==> config.mk <==
export PLATFORM = sky130hd
export DESIGN_NAME = seq_event_bcd_counter
export DESIGN_NICKNAME = d
export VERILOG_FILES = /design/src/rtl/seq_event_bcd_counter_pkg.sv /design/src/rtl/seq_event_bcd_counter_bcd_decade.sv /design/src/rtl/seq_event_bcd_counter.sv
export SDC_FILE = /design/constraint.sdc
export NUM_CORES = 1
export LEC_CHECK = 0
export CAP_MARGIN = 20
export CORE_MARGIN = 4
export CORE_UTILIZATION = 49
export CTS_CLUSTER_DIAMETER = 80
export DETAILED_ROUTE_END_ITERATION = 10
export HOLD_SLACK_MARGIN = 0.02
export PLACE_DENSITY = 0.77
export SLEW_MARGIN = 20
export SYNTH_ARGS = -nofsm -noshare
export SYNTH_HDL_FRONTEND = slang
export SYNTH_SLANG_ARGS = --single-unit
==> constraint.sdc <==
create_clock -name clk -period 1.65 [get_ports clk]
set_input_delay 0.33 -clock clk [delete_from_list [all_inputs] [get_ports clk]]
set_output_delay 0.33 -clock clk [all_outputs]
set_load 0.05 [all_outputs]
==> src/rtl/seq_event_bcd_counter_pkg.sv <==
// seq_pkg: constants shared by the BCD event counter and its decade cells.
//   BCD_W    - width of one packed BCD digit
//   BCD_MAX  - highest legal digit value (9)
//   BCD_ZERO - digit reset/clear value
package seq_pkg;

  localparam int         BCD_W    = 4;
  localparam logic [3:0] BCD_MAX  = 4'd9;
  localparam logic [3:0] BCD_ZERO = 4'd0;

endpackage : seq_pkg

==> src/rtl/seq_event_bcd_counter_bcd_decade.sv <==
// bcd_decade: one registered BCD digit (0..9) with ripple carry.
// Ports:
//   clk       - system clock
//   rst_n     - asynchronous active-low reset (digit -> 0)
//   clr       - synchronous clear (digit -> 0), wins over inc
//   inc       - increment request from the lower decade / accept logic
//   q[3:0]    - registered digit value
//   carry_out - inc & (q == 9): this digit rolls over into the next one
module bcd_decade
  import seq_pkg::*;
(
  input  logic             clk,
  input  logic             rst_n,
  input  logic             clr,
  input  logic             inc,
  output logic [BCD_W-1:0] q,
  output logic             carry_out
);

  logic [BCD_W-1:0] q_d;
  logic [BCD_W-1:0] q_q;

  // Next digit value: clear, roll 9 -> 0, or step by one.
  always_comb begin
    q_d = q_q;
    if (clr) begin
      q_d = BCD_ZERO;
    end else if (inc) begin
      if (q_q == BCD_MAX) begin
        q_d = BCD_ZERO;
      end else begin
        q_d = q_q + 4'd1;
      end
    end else begin
      q_d = q_q;
    end
  end

  // Digit register.
  always_ff @(posedge clk or negedge rst_n) begin
    if (!rst_n) begin
      q_q <= BCD_ZERO;
    end else begin
      q_q <= q_d;
    end
  end

  // Carry is combinational so a whole 0999 -> 1000 ripple settles in one cycle.
  assign carry_out = inc & (q_q == BCD_MAX);
  assign q         = q_q;

endmodule : bcd_decade

==> src/rtl/seq_event_bcd_counter.sv <==
// seq_event_bcd_counter: counts rising edges of the sequence-detector level
// in a packed BCD counter of DIGITS decades.
// Parameters:
//   DIGITS   - number of BCD decades (1..8)
//   SATURATE - 0: wrap to all-zero past max, 1: hold at all-nines
// Ports:
//   clk       - system clock
//   rst_n     - asynchronous active-low reset
//   det_in    - detect level from the sequencer
//   en        - count enable; edges seen while low are dropped
//   clr       - synchronous clear of count and overflow (beats an event)
//   bcd_out   - packed BCD count, digit 0 (units) in bits [3:0]
//   evt_pulse - one-cycle registered pulse per accepted event
//   ovf       - sticky: an accepted event arrived at max count
module seq_event_bcd_counter
  import seq_pkg::*;
#(
  parameter int DIGITS   = 4,
  parameter bit SATURATE = 1'b0
) (
  input  logic                  clk,
  input  logic                  rst_n,
  input  logic                  det_in,
  input  logic                  en,
  input  logic                  clr,
  output logic [4*DIGITS-1:0]   bcd_out,
  output logic                  evt_pulse,
  output logic                  ovf
);

  logic              det_d, det_q;
  logic              evt_pulse_d, evt_pulse_q;
  logic              ovf_d, ovf_q;
  logic              evt_s;
  logic              acc_s;
  logic              at_max_s;
  logic              ovf_set_s;
  logic [DIGITS:0]   inc_chain_s;
  logic [DIGITS-1:0] digit_max_s;

  assign evt_s    = det_in & ~det_q;
  assign acc_s    = evt_s & en & ~clr;
  assign at_max_s = &digit_max_s;

  // In saturate mode the increment is suppressed at all-nines so the count holds.
  assign inc_chain_s[0] = acc_s & ~(SATURATE & at_max_s);

  // In wrap mode the carry out of the top decade is exactly "event at max".
  assign ovf_set_s = SATURATE ? (acc_s & at_max_s) : inc_chain_s[DIGITS];

  genvar k;
  generate
    for (k = 0; k < DIGITS; k++) begin : g_decade
      bcd_decade u_decade (
        .clk       (clk),
        .rst_n     (rst_n),
        .clr       (clr),
        .inc       (inc_chain_s[k]),
        .q         (bcd_out[BCD_W*k +: BCD_W]),
        .carry_out (inc_chain_s[k+1])
      );
      assign digit_max_s[k] = (bcd_out[BCD_W*k +: BCD_W] == BCD_MAX);
    end
  endgenerate

  // Next-state for edge detector, event pulse and sticky overflow.
  always_comb begin
    det_d       = det_in;
    evt_pulse_d = acc_s;
    ovf_d       = ovf_q;
    if (clr) begin
      ovf_d = 1'b0;
    end else if (ovf_set_s) begin
      ovf_d = 1'b1;
    end else begin
      ovf_d = ovf_q;
    end
  end

  // Control registers.
  always_ff @(posedge clk or negedge rst_n) begin
    if (!rst_n) begin
      det_q       <= 1'b0;
      evt_pulse_q <= 1'b0;
      ovf_q       <= 1'b0;
    end else begin
      det_q       <= det_d;
      evt_pulse_q <= evt_pulse_d;
      ovf_q       <= ovf_d;
    end
  end

  assign evt_pulse = evt_pulse_q;
  assign ovf       = ovf_q;

endmodule : seq_event_bcd_counter
==> results.sh <==
export IMPL_power_density_mw_per_mm2=472
export IMPL_post_route_util=0.816
export IMPL_fin_ws_ns=-0.0210
export IMPL_clock_insertion_delay_worst_skew_ns=0.30
export IMPL_cpMaxStageDelayCell="dfrtp_2"
export IMPL_die_h_um=54.9
export IMPL_cts_tree="done"
export IMPL_drive_gt1_frac=0.440
export IMPL_setup_violations=1
export IMPL_grt_pass1_vias=934
export IMPL_cp_startpoint="g_decade[1].u_decade.q[1]"
export IMPL_hold_violations=0
export IMPL_placed_cell_area_mm2=0.00153
export IMPL_grt_pass1_wl_mm=4.15
export IMPL_yosysUniqueCellTypes=30
export IMPL_outcome="complete, but fails checks"
export IMPL_synth_edf_count=0
export IMPL_min_period_ns=1.67
export IMPL_synth_most_common_cell="dfrtp_1"
export IMPL_antenna_found_initial=0
export IMPL_crit_required_ns=1.88
export IMPL_syn2layout_area_growth_pct=53.1
export IMPL_n_antenna_cell=0
export IMPL_slew_violations=0
export IMPL_synth_seq_cells=19
export IMPL_drt_initial_drc_count=22
export IMPL_multi_input_area_um2=611
export IMPL_synth_async_reset_ratio=1.00
export IMPL_synth_top_cell_area_share=0.441
export IMPL_cts_hold_buf=0
export IMPL_hold_ws_ns=0.257
export IMPL_leakagePower_nw=0.807
export IMPL_critPathMaxFanout=6
export IMPL_final_net_count=164
export IMPL_met2_usage=0.346
export IMPL_violations="setup timing"
export IMPL_yosys_warnings=0
export IMPL_final_area_mm2=0.00165
export IMPL_rsz0062_at_grt="yes"
export IMPL_root_buffer="clkbuf_4"
export IMPL_cts_clk_slew_worst_paths_ns=0.11
export IMPL_htree_levels=1
export IMPL_clockBufferDepth=2
export IMPL_synth_top_cell_by_area="dfrtp_1"
export IMPL_grt_busiest_layer="met2"
export IMPL_finalCritPeriodShare=1.01
export IMPL_regArea_um2=483
export IMPL_cp_start_kind="register"
export IMPL_critPathKind="reg -> reg"
export IMPL_seq_area_frac_synth=0.441
export IMPL_ios=23
export IMPL_dieArea_mm2=0.00301
export IMPL_grt_max_degree=20
export IMPL_via_per_inst=5.56
export IMPL_r2r_start="g_decade[1].u_decade.q[1]"
export IMPL_hpwl_mm=1.93
export IMPL_crit_chain="inv_2 > ha_4 > and3b_2 > nand4_4 > or3_4 > a21oi_2"
export IMPL_crit_path_end_kind="register"
export IMPL_worst_hold_path_type="in -> reg"
export IMPL_drc_errors=0
export IMPL_track_usage=0.194
export IMPL_synth_area_mm2=0.00108
export IMPL_die_width_um=54.9
export IMPL_start_util=0.533
export IMPL_clock_fmax_ghz=0.598
export IMPL_slowest_delay_ns=0.42
export IMPL_ir_drop_uv=466
export IMPL_skew_ns=0.00267
export IMPL_dr_total_vias=984
export IMPL_synthCells=105
export IMPL_ant_nets=0
export IMPL_grt_overflow=0
export IMPL_maxSlewHeadroom=0.768
export IMPL_rows=16
export IMPL_min_from="det_in"
export IMPL_grt_met3_usage=0.0268
export IMPL_core_mm2=0.00202
export IMPL_synth_commonest_cells="dfrtp_1, ha_1, nand2_1"
export IMPL_syn_nets=118
export IMPL_grtUsageMet1=0.236
export IMPL_synth_ff_type="dfrtp_1"
export IMPL_ys_top_cells_by_area="dfrtp_1, ha_1, nand3_1"
export IMPL_place_congestion=0.814
export IMPL_dr_pass1_iters=4
export IMPL_drt_total_wl_mm=2.72
export IMPL_cts_num_sinks=19
export IMPL_syn_avg_cell_area_um2=10.3
export IMPL_max_cap_violations=0
export IMPL_worstMarginPinSlew_ns=0.346
export IMPL_post_drt_wl_per_cell_um=15.4
export IMPL_arrival_ns=1.90
export IMPL_io_buffers=22
export IMPL_nFillCells=124
export IMPL_cts_made_buffers=3
export IMPL_rrSetupSlack_ns=-0.02
[registers in the layout, indices dropped and copies added, names as in the netlist]
signal and count:
det_q 1, evt_pulse 1, g_decade.u_decade.q 16, ovf 1
[layout make-up]
type                    count  area share
multi-input cells          76       0.370
flip-flops and latches     19       0.293
repair buffers             43       0.279
inverters                   8      0.0212
well taps                  27      0.0205
clock buffers               4      0.0159
[critical path: cells and delay by family, from the launching register on]
| kind | cells | cell delay, ns |
|---|---|---|
| flip-flops | 1 | 0.42 |
| buffers and inverters | 1 | 0.06 |
| AO/OA/AOI/OAI | 1 | 0.17 |
| AND/OR/NAND/NOR | 3 | 0.82 |
| adder cells (fa/ha/maj) | 1 | 0.12 |
[cell families after synthesis]
group | after synthesis | synth area share
xor+xnor | 3 | 0.0244
flops | 19 | 0.441
fa+ha+maj | 8 | 0.0929
buf+inv | 10 | 0.0430
compound gates | 21 | 0.122
simple gates | 42 | 0.258
mux | 2 | 0.0186
[through the flow]
stage | cells | setup TNS [ns] | worst slack (ns) | total power [mW]
2_1_floorplan | 105 | -0.0123 | -0.0105 | 0.508
3_3_place_gp | 167 | -1.15 | -0.148 | 0.548
3_5_place_dp | 167 | -2.29 | -0.261 | 0.550
4_1_cts | 171 | -0.00309 | -0.00309 | 0.782
5_1_grt | 177 | -0.110 | -0.0965 | 0.814
6_report | 177 | -0.0210 | -0.0210 | 0.779
[layout by cell type (no fill, tap or decap), types with 2 or more instances in the layout]
cell,count
a21o_1,4
xor2_1,2
nand3b_1,3
nand3_1,6
o21ai_0,5
inv_1,4
mux2i_1,2
or3_1,2
nand2_1,8
ha_4,3
ha_1,5
dfrtp_2,6
inv_2,3
a31o_2,2
clkbuf_4,3
and3_1,2
nor3_1,7
buf_12,10
dfrtp_1,13
and3b_2,3
nor2_1,4
buf_4,29
clkdlybuf4s50_1,3
a21oi_1,5
[final timing paths]
check	end	cells past startpoint
setup / recovery	g_decade[3].u_decade.q[1]	6
hold / removal	det_q	1
setup reg to reg	g_decade[3].u_decade.q[1]	6
hold reg to reg	ovf	2
max in group asynchronous	g_decade[1].u_decade.q[0]	2
min in group asynchronous	g_decade[1].u_decade.q[3]	2
[timing repair]
item,4_1_cts,5_1_grt
pin swaps,0,3
resized for setup,1,11
buffers inserted,0,6
setup endpoints to repair,2,8
hold endpoints to repair,0,0
[where the power goes]
part	switching (mW)	leakage (nW)	internal, mW	total (mW)
sequential	0.00269	0.253	0.469	0.472
combinational	0.0403	0.539	0.0300	0.0702
clock	0.143	0.0150	0.0943	0.237
[layer usage]
metal	up-vias	share of wire
met5	-	0
met4	0	0.012
met3	5	0.046
met2	23	0.54
met1	488	0.40
li1	468	-
(Power assumes the default switching activity.)
==> patch 1: new RTL, config.mk and constraints unchanged <==
Change the package constant `BCD_MAX` from 4'd9 to 4'd6.
--- a/src/rtl/seq_event_bcd_counter_pkg.sv
+++ b/src/rtl/seq_event_bcd_counter_pkg.sv
@@ -7,3 +7,3 @@
   localparam int         BCD_W    = 4;
-  localparam logic [3:0] BCD_MAX  = 4'd9;
+  localparam logic [3:0] BCD_MAX  = 4'd6;
   localparam logic [3:0] BCD_ZERO = 4'd0;
Behaviour: same outputs for any inputs over 10 cycles, from zero or initial values and one cycle with rst_n low; that may be too few to reach the edited logic, so the function may still have changed.
==> patch 1 against the unedited design <==
The run still ends with negative setup slack left. Die area shrank 1.4%. Setup slack lost 0.019 ns. Routed wire length rose by 4.3%. Synthesized area is 1.6% lower. Design area rose by 1.9%. Cell count is 3.4% higher. Global-route usage increased by 1.5 points. Sequential cell count is the same. Synthesized cell count increased by 0.95%. Clock power up 5%. Largest power group unchanged. Power is 1.2% higher.
==> patch 1: results (changes against the unedited design) <==
Global route
  • Vias in the first global route: 972 (+4.1%)
  • Global-route wire length before repair: 4.39 mm (+5.7%)
  • GRT Total Usage: 20.9% (+1.5 points)

Pwr
  • P per Cell Area: 469 nW/um^2 (-0.72%)
  • Worst vdd ir: 0.443 mV (-5.0%)
  • Leakage: 0.000760 uW (-5.8%)

Worst hold path
  • Worst hold path class: in2async

Synthesis
  • Post-Synth Adder-Cell Area: 9.45% (+0.15 points)
  • Distinct cell type count after synthesis: 26 (-13%)
  • Ys async rst share: 100% (unchanged)
  • Syn Std Cell Area: 1060 sq um (-1.6%)
  • Seq/Total Area, Yosys: 44.9% (+0.73 points)
  • Synth top cells by count: dfrtp_1 (19), o21ai_0 (12), ha_1 (8), nand3_1 (8)
  • Ranking of synthesized cells by area: dfrtp_1 (45%), ha_1 (9.4%), o21ai_0 (5.7%)
  • Synth Area in Compound Gates: 12.0% (-0.15 points)
  • Syn Area/Cell: 10.0 sq um (-2.6%)
  • Mux contribution to synthesized area: 0.945% (-0.91 points)
  • Synth Area in XOR/XNOR: 1.65% (-0.79 points)
  • Synthesized netlist net count: 119 (+0.85%)

Timing
  • Final setup TNS: -0.0399 ns (-0.0189 ns)
  • Max_slew headroom: 75.1% (-1.7 points)
  • Final clock skew: 0.00820 ns (+0.00552 ns)
  • Final max-slew violation count: 0 (unchanged)
  • Setup WS post-layout: -0.0399 ns (-0.0189 ns)
  • Final setup viols: 1 (unchanged)
  • Hold_ws: 0.338 ns (+0.0811 ns)

Placed design
  • Place WS: -0.269 ns (-0.00772 ns)
  • Area after DPL: 1590 sq um (+3.8%)
  • # port buffers: 22 (unchanged)
  • Post-DP HPWL: 2.03 mm (+5.3%)
  • GP Congestion: 0.843 (+3.6%)

Layout
  • Final non-filler cell total: 183 (+3.4%)
  • Layout cells sized above 1: 48.7% (+4.7 points)
  • #MultiIn Comb: 78 (+2.6%)
  • Non-clk bufs: 48 (+12%)
  • Max reg flops: 16 (unchanged)
  • Fillers: 114 (-8.1%)
  • Area taken by multi-input logic gates: 619 sq um (+1.4%)
  • Non-clock buffer share: 28.7% (+0.82 points)
  • Non-clk invs: 7 (-1)
  • Clock network share of area: 1.64% (+0.045 points)
  • Seq area share: 28.9% (-0.40 points)
  • Final net count: 170 (+3.7%)

Critical path
  • Maximum net fanout on the critical path: 3 (-3)
  • Max stage delay on crit path: 0.54 ns (+0.12 ns)
  • Worst Setup SP: g_decade[2].u_decade.q[0]
  • Crit-path slowest cell: or4_4
  • Reg2Reg Capture Point: g_decade[3].u_decade.q[3]

Clocking
  • Cell chosen for the clock root: clkbuf_4
  • Clock tree buffer depth: 2 (unchanged)
  • Worst skew pair latency: 0.31 ns
  • Clock transition at the registers of the reported paths: 0.12 ns

Route
  • Routed WL: 2.83 mm (+4.3%)
  • Met2 wire len: 1.39 mm (-6.2%)
  • Initial DRC count: 23 (+4.5%)
  • M1 wire length: 1.26 mm (+16%)
  • Vias: 1031 (+4.8%)
  • Met3 WL post-DR: 166 um (+34%)

Outcome
  • Status: finished, violations left
  • Violated checks: negative setup slack
==> patch 1: cell types whose count changed in the layout (fill, tap and decap cells not counted), moves of 3 or more <==
cell / delta
a21o_1: -4
buf_4: +6
nand2_1: -3
o21ai_0: +7
==> patch 1: power breakdown <==
group          internal (uW)  switching, uW  total, uW
logic                   29.1           40.5       69.6
clock network           90.5            157        248
registers                469           1.95        471
==> patch 1: worst max-delay path: cells and delay by family (launching register included) <==
kind / cells / cell delay (ns)
AOI/OAI and AO/OA: 1 / 0.14
adders and majority gates: 1 / 0.14
buffers and inverters: 1 / 0.06
DFF: 1 / 0.43
and+or+nand+nor: 3 / 0.86
==> patch 1: repair_timing <==
item | CTS | global route
gates resized for setup | 0 | 7
setup endpoints to repair | 0 | 5
setup buffers | 0 | 5
==> patch 1: layer usage <==
metal  track usage (%)  vias to the layer above
li1                  -                      487
met5                 0                        -
met3              3.81                        6
met1              26.4                      491
met2              35.7                       47
met4              7.05                        0
==> patch 2: new RTL, same flow settings <==
Without the edit above. Put one more register stage on the output `evt_pulse`, cleared by the reset. The value now appears one clock later. The other outputs are not delayed to match. Comments in the files are not updated.
--- a/src/rtl/seq_event_bcd_counter.sv
+++ b/src/rtl/seq_event_bcd_counter.sv
@@ -92,3 +92,9 @@
 
-  assign evt_pulse = evt_pulse_q;
+  always_ff @(posedge clk or negedge rst_n) begin
+    if (!rst_n) begin
+      evt_pulse <= '0;
+    end else begin
+      evt_pulse <= evt_pulse_q;
+    end
+  end
   assign ovf       = ovf_q;
Behaviour: not the same (a bounded check fails within 4 cycles, from zero or initial values and one cycle with rst_n low).
==> patch 2 against the unedited design <==
Sequential cell count rose by 1. Routed wire length is 6.4% lower. Cell count rose by 2.8%. Design area down 2.8%. Synthesized area rose by 0.93%. Sequential share of layout area is 2.5 points higher. Critical path depth stayed put. Setup slack better by 0.045 ns. Largest power group unchanged. Power increased by 25%.
==> patch 2: results (changes against the unedited design) <==
Outcome
  • Status: completed

Global route
  • Vias in the first global route: 995 (+6.5%)
  • Global-route wire length before repair: 4.21 mm (+1.3%)
  • Largest net degree at the start of global routing: 21 (+5.0%)
  • Initial antenna violation count: 0 (unchanged)
  • GRT Total Usage: 20.0% (+0.56 points)

Layout
  • #MultiIn Comb: 80 (+5.3%)
  • Layout cells sized above 1: 38.1% (-5.9 points)
  • Max reg flops: 16 (unchanged)
  • Seq area share: 31.8% (+2.5 points)
  • Area taken by multi-input logic gates: 546 sq um (-11%)
  • Seq_cells: 20 (+1)
  • Non-clk invs: 8 (unchanged)
  • Final net count: 169 (+3.0%)
  • Non-clk bufs: 43 (unchanged)
  • # diodes: 0 (unchanged)
  • Clock network share of area: 3.28% (+1.7 points)
  • Non-clock buffer share: 26.6% (-1.3 points)
  • Fillers: 144 (+16%)

Synthesis
  • Ys async rst share: 100% (unchanged)
  • Seq/Total Area, Yosys: 46.0% (+1.9 points)
  • Synth top cells by count: dfrtp_1 (20), o21ai_0 (11), nor2_1 (10)
  • Distinct cell type count after synthesis: 26 (-13%)
  • Ranking of synthesized cells by area: dfrtp_1 (46%), ha_1 (9.2%), o21ai_0 (5.1%)
  • Syn Area/Cell: 9.71 sq um (-5.4%)
  • Yosys warns: 0 (unchanged)
  • Synthesized netlist net count: 125 (+5.9%)

Pwr
  • Worst vdd ir: 0.749 mV (+61%)
  • Total power: 974 uW (+25%)
  • Logic pwr share: 7.2% (-1.8 points)
  • Psw: 204 uW (+9.8%)
  • P per Cell Area: 608 nW/um^2 (+29%)
  • Sequential power: 497 uW (+5.3%)
  • Leakage: 0.000776 uW (-3.7%)

Clocking
  • CTS Buf Count: 3 (unchanged)
  • Clock tree buffer depth: 2 (unchanged)
  • Worst skew pair latency: 0.31 ns
  • Clock transition at the registers of the reported paths: 0.12 ns

Timing
  • Final clock skew: 0.00263 ns (-0.0000432 ns)
  • Slew at the pin closest to its max-slew limit: 0.377 ns (+0.0317 ns)

Placed design
  • Area after DPL: 1530 sq um (-0.57%)
  • Place WS: -0.263 ns (-0.00207 ns)
  • DP Cell Count: 176 (+5.4%)
  • Post-DP HPWL: 1.86 mm (-3.6%)
  • GP Congestion: 0.801 (-1.6%)

Route
  • First drt pass iteration count: 5 (+1)
  • Vias per cell: 5.55 (about the same)
  • Initial DRC count: 18 (-18%)
  • Routed WL per cell: 14.0 um (-9.0%)
  • Routed WL: 2.54 mm (-6.4%)

Critical path
  • Arrival time at the worst endpoint: 1.87 ns (-0.03 ns)
  • Maximum net fanout on the critical path: 7 (+1)

Worst hold path
  • Worst hold path class: in2reg
patch 2: cell families (layout without fill, tap and decap cells):
kind of cell | after synthesis | count (layout) | synth area share (%)
buffers and inverters | 12 | 55 | 5.29
adders and majority gates | 8 | 8 | 9.21
muxes | 2 | 2 | 1.84
DFF | 20 | 20 | 46.0
AOI/OAI and AO/OA | 25 | 25 | 12.8
and+or+nand+nor | 45 | 45 | 24.9
patch 2: worst max-delay path, cell delays in order (launching register included):
cell and delay (ns):
dfrtp_2 0.42, inv_2 0.06, ha_1 0.15, and3b_2 0.25, nand4_4 0.12, or4_1 0.42, a21oi_1 0.13
patch 2: timing repair:
action | 4_1_cts | 5_1_grt
pin swaps | 0 | 3
endpoints found under the setup margin | 1 | 5
resized for setup | 1 | 4
hold buffers | 0 | 0
endpoints found under the hold margin | 0 | 0
setup buffers | 0 | 2
cloned | 0 | 0
patch 2: worst paths after layout:
| path | startpoint | endpoint | slack, ns | cells after the start |
|---|---|---|---|---|
| worst max-delay path | g_decade[1].u_decade.q[1] | g_decade[3].u_decade.q[2] | 0.02 | 6 |
| worst min-delay path | det_in | det_q | 0.20 | 1 |
| worst max register to register | g_decade[1].u_decade.q[1] | g_decade[3].u_decade.q[2] | 0.02 | 6 |
| worst min register to register | evt_pulse_q | evt_pulse | 0.37 | 0 |
| max in group asynchronous | rst_n | g_decade[3].u_decade.q[1] | 1.07 | 2 |
| min in group asynchronous | rst_n | g_decade[1].u_decade.q[2] | 0.35 | 2 |
patch 2: metal layers:
layer	vias up	GRT usage (%)	part of all wire, %
met5	-	0	0
met3	5	4.56	4.1
met2	22	33.5	52
met1	499	23.4	42
met4	0	11.3	1.5
li1	485	-	-
